File: src/rtl/uart_pkg.sv
// Shared types and constants for the memory-mapped UART transmitter.
// Holds the FSM state enum, register offsets and STATUS bit positions.
package uart_pkg;

  typedef enum logic [1:0] {
    IDLE  = 2'd0,
    START = 2'd1,
    DATA  = 2'd2,
    STOP  = 2'd3
  } tx_state_e;

  localparam logic [31:0] OFF_TXDATA = 32'd0;
  localparam logic [31:0] OFF_STATUS = 32'd4;
  localparam logic [31:0] OFF_CTRL   = 32'd8;

  localparam int ST_BUSY  = 0;
  localparam int ST_FULL  = 1;
  localparam int ST_EMPTY = 2;
  localparam int ST_OVF   = 3;
  localparam int ST_CNT   = 4;

endpackage

File: src/rtl/uart_tx_mmio_if.sv
// MEM-stage bus bundle seen by the UART: EX/MEM controls in,
// load data and hit out.
interface uart_tx_mmio_if;
  logic        mem_write;
  logic        mem_read;
  logic [31:0] address;
  logic [31:0] write_data;
  logic [31:0] read_data;
  logic        hit;

  modport master (
    output mem_write, mem_read, address, write_data,
    input  read_data, hit
  );

  modport slave (
    input  mem_write, mem_read, address, write_data,
    output read_data, hit
  );
endinterface

File: src/rtl/sync_fifo.sv
// Synchronous FIFO with power-of-two depth; a push into a full FIFO
// is accepted only when a pop happens in the same cycle.
module sync_fifo #(
  parameter int WIDTH = 8,
  parameter int DEPTH = 4
) (
  input  logic                     clk,
  input  logic                     reset,
  input  logic                     push,
  input  logic                     pop,
  input  logic [WIDTH-1:0]         wdata,
  output logic [WIDTH-1:0]         rdata,
  output logic                     full,
  output logic                     empty,
  output logic [$clog2(DEPTH):0]   count
);
  localparam int AW = $clog2(DEPTH);
  localparam int CW = AW + 1;

  logic [WIDTH-1:0] mem [DEPTH];
  logic [AW-1:0]    wptr;
  logic [AW-1:0]    rptr;
  logic             do_push;
  logic             do_pop;

  assign full    = (count == CW'(DEPTH));
  assign empty   = (count == '0);
  assign do_pop  = pop & ~empty;
  assign do_push = push & (~full | do_pop);
  assign rdata   = mem[rptr];

  always_ff @(posedge clk) begin
    if (do_push) mem[wptr] <= wdata;
  end

  always_ff @(posedge clk) begin
    if (reset) begin
      wptr  <= '0;
      rptr  <= '0;
      count <= '0;
    end else begin
      if (do_push) wptr <= wptr + AW'(1);
      if (do_pop)  rptr <= rptr + AW'(1);
      unique case ({do_push, do_pop})
        2'b10:   count <= count + CW'(1);
        2'b01:   count <= count - CW'(1);
        default: count <= count;
      endcase
    end
  end
endmodule

File: src/rtl/uart_tx_mmio.sv
// MMIO 8N1 UART transmitter beside DataMemory: TXDATA/STATUS registers.
// Define UART_TX_IRQ_EN to add the CTRL register and the irq output.
module uart_tx_mmio
  import uart_pkg::*;
#(
  parameter logic [31:0] BASE_ADDR    = 32'h1001_0040,
  parameter int          FIFO_DEPTH   = 4,
  parameter int          CLKS_PER_BIT = 434
) (
  input  logic           clk,
  input  logic           reset,
  uart_tx_mmio_if.slave  bus,
`ifdef UART_TX_IRQ_EN
  output logic           irq,
`endif
  output logic           tx
);
  localparam int CW = $clog2(CLKS_PER_BIT);
  localparam int NW = $clog2(FIFO_DEPTH) + 1;

  localparam logic [31:0] A_TX = BASE_ADDR + OFF_TXDATA;
  localparam logic [31:0] A_ST = BASE_ADDR + OFF_STATUS;

  tx_state_e     state, state_n;
  logic [CW-1:0] cnt, cnt_n;
  logic [2:0]    idx, idx_n;
  logic [7:0]    shift, shift_n;
  logic          tx_n;
  logic          ovf;
  logic          done;
  logic          pop;

  logic          sel_tx, sel_st, sel_ct;
  logic          push_req, push, ovf_evt, rd_st;
  logic [7:0]    head;
  logic          full, empty;
  logic [NW-1:0] count;
  logic [31:0]   status;
  logic [31:0]   rdata;
  logic          unused_wdata;

  assign unused_wdata = ^bus.write_data[31:8];

  assign sel_tx = (bus.address == A_TX);
  assign sel_st = (bus.address == A_ST);
`ifdef UART_TX_IRQ_EN
  assign sel_ct = (bus.address == BASE_ADDR + OFF_CTRL);
`else
  assign sel_ct = 1'b0;
`endif

  assign bus.hit = (bus.mem_read | bus.mem_write)
                 & (sel_tx | sel_st | sel_ct);

  assign push_req = bus.mem_write & sel_tx;
  assign push     = push_req & (~full | pop);
  assign ovf_evt  = push_req & full & ~pop;
  assign rd_st    = bus.mem_read & sel_st;
  assign done     = (cnt == CW'(CLKS_PER_BIT - 1));

  sync_fifo #(
    .WIDTH (8),
    .DEPTH (FIFO_DEPTH)
  ) u_fifo (
    .clk   (clk),
    .reset (reset),
    .push  (push),
    .pop   (pop),
    .wdata (bus.write_data[7:0]),
    .rdata (head),
    .full  (full),
    .empty (empty),
    .count (count)
  );

  always_ff @(posedge clk) begin
    if (reset) begin
      state <= IDLE;
      cnt   <= '0;
      idx   <= '0;
      shift <= '0;
      tx    <= 1'b1;
      ovf   <= 1'b0;
    end else begin
      state <= state_n;
      cnt   <= cnt_n;
      idx   <= idx_n;
      shift <= shift_n;
      tx    <= tx_n;
      ovf   <= ovf_evt | (ovf & ~rd_st);
    end
  end

  // STOP pops directly into START so queued frames run back-to-back
  always_comb begin
    state_n = state;
    cnt_n   = cnt + CW'(1);
    idx_n   = idx;
    shift_n = shift;
    pop     = 1'b0;
    unique case (state)
      IDLE: begin
        cnt_n = '0;
        if (!empty) begin
          pop     = 1'b1;
          shift_n = head;
          state_n = START;
        end
      end
      START: if (done) begin
        cnt_n   = '0;
        idx_n   = '0;
        state_n = DATA;
      end
      DATA: if (done) begin
        cnt_n   = '0;
        shift_n = shift >> 1;
        idx_n   = idx + 3'd1;
        if (idx == 3'd7) state_n = STOP;
      end
      STOP: if (done) begin
        cnt_n = '0;
        if (!empty) begin
          pop     = 1'b1;
          shift_n = head;
          state_n = START;
        end else begin
          state_n = IDLE;
        end
      end
    endcase
  end

  always_comb begin
    tx_n = 1'b1;
    unique case (state_n)
      START:   tx_n = 1'b0;
      DATA:    tx_n = shift_n[0];
      IDLE,
      STOP:    tx_n = 1'b1;
    endcase
    status               = '0;
    status[ST_BUSY]      = (state != IDLE);
    status[ST_FULL]      = full;
    status[ST_EMPTY]     = empty;
    status[ST_OVF]       = ovf;
    status[ST_CNT +: 4]  = 4'(count);
  end

`ifdef UART_TX_IRQ_EN
  logic irq_en, irq_en_n;

  assign irq_en_n = (bus.mem_write & sel_ct) ? bus.write_data[0] : irq_en;

  always_ff @(posedge clk) begin
    if (reset) begin
      irq_en <= 1'b0;
      irq    <= 1'b0;
    end else begin
      irq_en <= irq_en_n;
      irq    <= irq_en_n & empty & (state_n == IDLE);
    end
  end

  always_comb begin
    rdata = '0;
    if (bus.mem_read & sel_st)      rdata = status;
    else if (bus.mem_read & sel_ct) rdata = {31'b0, irq_en};
  end
`else
  always_comb begin
    rdata = '0;
    if (rd_st) rdata = status;
  end
`endif

  assign bus.read_data = rdata;
endmodule
File: src/flat_wrapper.sv
// flat-port wrapper written by rule: the top's interface ports become plain ports
module uart_tx_mmio_flat import uart_pkg::*;
#(
  parameter logic [31:0] BASE_ADDR    = 32'h1001_0040,
  parameter int          FIFO_DEPTH   = 4,
  parameter int          CLKS_PER_BIT = 434
)
  (clk, reset, tx, bus_mem_write, bus_mem_read, bus_address, bus_write_data, bus_read_data, bus_hit);
  uart_tx_mmio_if bus_i ();
  input  logic clk;
  input  logic reset;
  output logic tx;
  input wire logic [$bits(bus_i.mem_write)-1:0] bus_mem_write;
  input wire logic [$bits(bus_i.mem_read)-1:0] bus_mem_read;
  input wire logic [$bits(bus_i.address)-1:0] bus_address;
  input wire logic [$bits(bus_i.write_data)-1:0] bus_write_data;
  output wire logic [$bits(bus_i.read_data)-1:0] bus_read_data;
  output wire logic [$bits(bus_i.hit)-1:0] bus_hit;
  assign bus_i.mem_write = bus_mem_write;
  assign bus_i.mem_read = bus_mem_read;
  assign bus_i.address = bus_address;
  assign bus_i.write_data = bus_write_data;
  assign bus_read_data = bus_i.read_data;
  assign bus_hit = bus_i.hit;
  uart_tx_mmio #(.BASE_ADDR(BASE_ADDR), .FIFO_DEPTH(FIFO_DEPTH), .CLKS_PER_BIT(CLKS_PER_BIT)) u_core (.clk(clk), .reset(reset), .bus(bus_i), .tx(tx));
endmodule
File: config.mk
export PLATFORM = sky130hd
export DESIGN_NAME = uart_tx_mmio_flat
export DESIGN_NICKNAME = d
export VERILOG_FILES = /design/src/rtl/uart_pkg.sv /design/src/rtl/uart_tx_mmio_if.sv /design/src/rtl/sync_fifo.sv /design/src/rtl/uart_tx_mmio.sv /design/src/flat_wrapper.sv
export SDC_FILE = /design/constraint.sdc
export NUM_CORES = 1
export LEC_CHECK = 0
export ABC_AREA = 0
export BUFFER_PORTS_ARGS = -buffer_cell sky130_fd_sc_hd__clkbuf_2
export CORE_UTILIZATION = 55
export DETAILED_ROUTE_END_ITERATION = 8
export MAX_ROUTING_LAYER = met4
export PLACE_DENSITY = 0.85
export SLEW_MARGIN = 20
export SYNTH_ARGS = -nofsm -noshare
export SYNTH_HDL_FRONTEND = slang
export SYNTH_SLANG_ARGS = --single-unit
File: constraint.sdc
create_clock -name clk -period 6.9 [get_ports clk]
set_input_delay 0.69 -clock clk [delete_from_list [all_inputs] [get_ports clk]]
set_output_delay 0.69 -clock clk [all_outputs]
set_load 0.02 [all_outputs]
After elaboration in Yosys (flattened, before gate mapping)
Memories as Yosys holds them, arrays and structs flattened. A register that Yosys moved wholly into a read port is not among the register bits. Index checks and enable logic that the tools add are counted.

Register bits: 31. Bits in writable memories: 32. Output and inout port bits: 34. Memories: 1.

Memory list: u_core.u_fifo.mem (depth 4, bits a word 8, rd ports 1, clocked after Yosys merged registers in 1, write ports 1, line sync_fifo.sv:20) `logic [WIDTH-1:0] mem [DEPTH];`.

$add $sub $neg: 6. Eq/ne operators: 16. Multiplexer cells: 26. Bitwise gates (word level): 18. Reductions and logical operators: 11.

Operators with widths (number): equality test 32 x 29 -> 1 bit (second input constant) (2); 2-to-1 mux 8 bit (3); case mux 8 bit (3 select lines) (1); case mux 9 bit (2 select lines) (1); 2-to-1 mux 2 bit (7); case mux 3 bit (2 select lines) (2); equality test 2 bit (second input constant) (5); adder 9 x 1 -> 9 bit (second input constant) (1); bitwise AND 1 bit (9); equality test 9 bit (second input constant) (1); 2-to-1 mux 9 bit (1); case mux 2 bit (4 select lines) (1); 2-to-1 mux 7 bit (1); adder 3 x 1 -> 3 bit (second input constant) (2); equality test 2 x 1 -> 1 bit (second input constant) (3); equality test 3 bit (second input constant) (2); 2-to-1 mux 3 bit (2); inequality test 2 x 1 -> 1 bit (second input constant) (3); AND reduction 3 bit (2); nonzero test 2 bit (3); 2-to-1 mux 1 bit (5); bitwise OR 1 bit (5); adder 2 x 1 -> 2 bit (second input constant) (2); logical NOT 2 bit (2); other kinds (8) (11).

Logic depth before layout (Yosys ltp)
Word-level depth: 9. Depth in mapped cells: 15. Depth with buffers taken out: 13.

By module
Synthesis repeated with hierarchy kept, for this count alone.

Cells, all modules: 300. Area total of the unflattened synthesis: 3378.2 sq um.

By module, submodules not included: sync_fifo (times used 1, cells an instance 101, area an instance 1689.1 sq um); uart_tx_mmio (times used 1, cells an instance 199, area an instance 1689.1 sq um).

Worst setup path after synthesis
No wires, ideal clock.

Path kind: input-to-reg. Start point: input bus_address[28]. End point: register u_core.u_fifo.count[2]. Library setup time: 0.071 ns. Arrival: 2.740 ns. Data required time: 6.829 ns. Setup slack: 4.089 ns. Stages: 12. Cells stage by stage: nor3b_1 -> and4_2 -> and2_2 -> and4b_1 -> buf_6 -> inv_1 -> ha_1 -> inv_1 -> fa_1 -> xor2_1 -> or3_1 -> a21oi_1.

Longest elaborated chain between the ends: 6. Elaborated cells on any way between the ends: 8. Those cells by class: 3 x eq/ne; 1 x mux; 3 x bitwise; 1 x reduce/logical.

RTL lines: from (decl) (line flat_wrapper.sv:15) `input wire logic [$bits(bus_i.address)-1:0] bus_address;`; equality test 32 x 29 -> 1 bit * (line uart_tx_mmio.sv:44) `assign sel_tx = (bus.address == A_TX);`; bitwise AND 1 bit * (line uart_tx_mmio.sv:55) `assign push_req = bus.mem_write & sel_tx;`; bitwise AND 1 bit * (line uart_tx_mmio.sv:56) `assign push = push_req & (~full | pop);`; bitwise AND 1 bit * (line sync_fifo.sv:29) `assign do_push = push & (~full | do_pop);`; equality test 2 x 1 -> 1 bit or equality test 2 bit (tied branches) (line sync_fifo.sv:44) `unique case ({do_push, do_pop})`; case mux 3 bit (2 select lines) or nonzero test 2 bit (tied branches); to (signal assigned) (line sync_fifo.sv:45) `2'b10: count <= count + CW'(1);`; to (signal assigned) (line sync_fifo.sv:46) `2'b01: count <= count - CW'(1);`; to (signal assigned) (line sync_fifo.sv:47) `default: count <= count;`; to (decl) (line sync_fifo.sv:15) `output logic [$clog2(DEPTH):0] count`.

Mark *: on every way between the ends. The rest lies on a longest branch, timed or not. A chain may end at the register's enable or synchronous reset.

Worst setup path in the final report
Start point: register u_core.cnt[1]. End point: register u_core.u_fifo.count[2].

Longest elaborated chain between the ends: 8. Elaborated cells on any way between the ends: 12. Those cells by class: 3 x eq/ne; 3 x mux; 5 x bitwise; 1 x reduce/logical.

RTL lines: from (decl) (line uart_tx_mmio.sv:25) `logic [CW-1:0] cnt, cnt_n;`; from (signal assigned) (line uart_tx_mmio.sv:86) `cnt <= cnt_n;`; equality test 9 bit * (line uart_tx_mmio.sv:59) `assign done = (cnt == CW'(CLKS_PER_BIT - 1));`; 2-to-1 mux 1 bit * (line uart_tx_mmio.sv:121) `STOP: if (done) begin`; case mux 1 bit (2 select lines) * (line uart_tx_mmio.sv:101) `unique case (state)`; bitwise OR 1 bit or bitwise AND 1 bit (tied branches) (line uart_tx_mmio.sv:56, sync_fifo.sv:28); bitwise AND 1 bit or bitwise OR 1 bit (tied branches) (line uart_tx_mmio.sv:56, sync_fifo.sv:29); bitwise AND 1 bit (line sync_fifo.sv:29); equality test 2 x 1 -> 1 bit or equality test 2 bit (tied branches) (line sync_fifo.sv:44); case mux 3 bit (2 select lines) or nonzero test 2 bit (tied branches).

Marks and branches as above.

==> run metrics <==
average cell area after synthesis 10.9 µm²; flop and latch count out of synthesis 65; clock tree from TritonCTS yes; critical path type register to register; worst clock skew 0.00764 ns; pin count of the biggest net entering global routing 27; synthesis warning total 0; placer congestion estimate 0.885; primary flip-flop cell chosen by synthesis mapping sky130_fd_sc_hd__dfxtp_1; share of flip-flops with an asynchronous set or reset after synthesis 0; total power after layout 775 µW; Worst Path Required 7.18 ns; gate count of the mapped netlist 309; total track usage 0.213; number of instances on the worst hold path 2; final number of setup-violating endpoints 0; die outline width 80.2 µm; number of buffers added for setup after CTS 0; die height 80.2 µm; Critical Path Most Common Cell sky130_fd_sc_hd__inv_1; Synth-to-Final Area Change 11.8%; Root Driver sky130_fd_sc_hd__clkbuf_8; status complete, no violations; Detailed Place HPWL 4200 µm; # IOs 102; number of clock buffers inserted by TritonCTS 9; Static Leak 1.43 nW; endpoint class of the critical path register; Worst slew margin 0.546; die footprint 6440 µm²; highest-count cells in the layout ignoring fill and taps 52 x sky130_fd_sc_hd__clkbuf_2, 36 x sky130_fd_sc_hd__nor2_1, 33 x sky130_fd_sc_hd__dfxtp_1, 32 x sky130_fd_sc_hd__edfxtp_1, 25 x sky130_fd_sc_hd__conb_1; EDFF count, synth 32; Fin Setup TNS 0 ns; number of gates resized after cts 0; post-route antenna net violation count 0; starting density of the core 0.569; Worst VDD drop 0.180 mV; antenna cell count 0; first drt pass iteration count 6; clock insertion delay at the later pin of the skew report 0.35 ns; Fmax achieved 0.313 GHz; number of hold buffers added after cts 0; cell area after technology mapping 3370 µm²; # clock sinks 65; RSZ-0062 raised after global routing false; slowest cell delay on critical path 0.45 ns; Crit path depth 13; hold violation total from the final report 0; number of cells traversed by the worst register-to-register path 13; CP startpoint kind register; max-slew violation total from the final report 0; ratio of final minimum period to clock period 0.463; core area 5920 µm²; First DRT Iteration DRCs 156; post-synthesis sequential area ratio 0.482; highest-delay cell along the critical path sky130_fd_sc_hd__a31oi_4; largest buffer count on any clock path 2; worst path bufs/invs 3; critical path, cell by cell inv_1 > ha_1 > and4b_1 > a31oi_4 > o211ai_2 > and4b_1 > inv_1 > ha_1 > inv_1 > fa_1 > xor2_1 > or3_1 > a21oi_1; routed via count divided by cell count 5.43; number of max-cap violations 0; worst endpoint data arrival time 3.47 ns; ratio of total power to cell area 206 nW/µm²; leading cell type in the layout, fill and taps excluded sky130_fd_sc_hd__clkbuf_2; worst min-delay path class register to register; initial antenna violation count 0; number of global-route vias before repair 2,197; H-tree levels 3; average wire length per cell after detail routing 13.6 µm; total wire length after detailed routing 5980 µm; wire length of the first global-routing pass 10000 µm; Overflow after GRT 0; # nets final 445; CTS clk-pin slew, worst paths 0.08 ns; number of different library cells in the post-synthesis netlist 52; maximum fanout count along the critical path 12; total DRC errors in the routed layout 0; layout cells sized above 1 0.258; cell class contributing the biggest share of worst-path delay simple AND/OR/NAND/NOR gates; via count 2,384; I/O Buffers 52; final critical delay including setup and external delays 3.19 ns; transition time at the pin with the least slew margin 0.677 ns; number of cell rows 28
[synthesized netlist by cell type, types with 3 or more instances]
cell type                  count  share of area
sky130_fd_sc_hd__nand2b_1      3         0.0056
sky130_fd_sc_hd__edfxtp_1     32           0.29
sky130_fd_sc_hd__a21oi_1      21          0.031
sky130_fd_sc_hd__or3_1         3         0.0056
sky130_fd_sc_hd__nand2_1      21          0.023
sky130_fd_sc_hd__buf_6         3          0.010
sky130_fd_sc_hd__nand3_1       4         0.0059
sky130_fd_sc_hd__dfxtp_1      33           0.20
sky130_fd_sc_hd__clkbuf_1      7         0.0078
sky130_fd_sc_hd__xor2_1        5          0.013
sky130_fd_sc_hd__and2_2        6          0.013
sky130_fd_sc_hd__xnor2_1       6          0.016
sky130_fd_sc_hd__mux4_2        8          0.054
sky130_fd_sc_hd__ha_1         17          0.063
sky130_fd_sc_hd__buf_4        25          0.056
sky130_fd_sc_hd__nor2_1       36          0.040
sky130_fd_sc_hd__nor4_1        5         0.0093
sky130_fd_sc_hd__inv_1        14          0.016
sky130_fd_sc_hd__a221oi_1      6          0.016
sky130_fd_sc_hd__o21ai_0       7          0.010
sky130_fd_sc_hd__nor3_1        7          0.010
sky130_fd_sc_hd__and2_1        3         0.0056
[registers in the layout (all words and copies together) (netlist names), named ones only]
signal and count:
u_core.idx 3, u_core.state 2, u_core.cnt 9, u_core.u_fifo.wptr 2, u_core.shift 8, u_core.u_fifo.mem 32
u_core.u_fifo.count 3, u_core.ovf 1, u_core.u_fifo.rptr 2, u_core.tx 1
[path summary, 6_finish.rpt]
check	from	end	slack (ns)
setup / recovery	u_core.cnt[1]	u_core.u_fifo.count[2]	3.71
hold / removal	u_core.idx[1]	u_core.idx[1]	0.47
setup reg to reg	u_core.cnt[1]	u_core.u_fifo.count[2]	3.71
hold reg to reg	u_core.idx[1]	u_core.idx[1]	0.47
[logic make-up after synthesis]
| logic type | synth area share |
|---|---|
| simple gates | 0.171 |
| flops | 0.482 |
| buf+inv | 0.0922 |
| compound gates | 0.0925 |
| fa+ha+maj | 0.0691 |
| xor+xnor | 0.0286 |
| mux | 0.0639 |
| other cells | 0.00111 |
[worst reg2reg max path, cell delays in order (launching register included)]
cell and delay (ns):
sky130_fd_sc_hd__dfxtp_1 0.38, sky130_fd_sc_hd__inv_1 0.06, sky130_fd_sc_hd__ha_1 0.17, sky130_fd_sc_hd__and4b_1 0.30, sky130_fd_sc_hd__a31oi_4 0.46, sky130_fd_sc_hd__o211ai_2 0.13, sky130_fd_sc_hd__and4b_1 0.30, sky130_fd_sc_hd__inv_1 0.09
sky130_fd_sc_hd__ha_1 0.19, sky130_fd_sc_hd__inv_1 0.06, sky130_fd_sc_hd__fa_1 0.37, sky130_fd_sc_hd__xor2_1 0.16, sky130_fd_sc_hd__or3_1 0.31, sky130_fd_sc_hd__a21oi_1 0.16
[report_power, final]
group	internal [mW]	switching, mW	leakage (nW)
Combinational	0.00988	0.0199	0.780
Clock	0.172	0.169	0.101
Sequential	0.404	0.000000000724	0.553
[per-layer routing]
metal	vias up	wire length, µm	GRT usage
met5	-	0	-
met4	0	137	0.102
met3	18	236	0.0545
met2	71	2990	0.342
met1	1149	2620	0.250
li1	1146	-	-
[metrics by stage]
step | hold WS, ns | area [µm²] | cells | utilization | setup slack, ns
6_report | 0.465 | 3760 | 439 | 0.636 | 3.71
3_3_place_gp | 0.443 | 3550 | 423 | 0.600 | 3.85
2_1_floorplan | 0.432 | 3460 | 333 | - | 4.09
3_5_place_dp | 0.458 | 3550 | 423 | 0.600 | 3.78
5_1_grt | 0.486 | 3760 | 439 | 0.636 | 3.49
4_1_cts | 0.469 | 3760 | 439 | 0.635 | 3.71
[layout make-up]
class                      count  area, µm²
fill                         457       2160
clock inverter                 7       81.3
sequential                    65       1620
clock buffer                   9        124
inverter                      14       52.6
tap                           75       93.8
timing repair buffer          52        260
multi-input combinational    217       1530
Note: power is estimated with default switching activity, not from simulation.
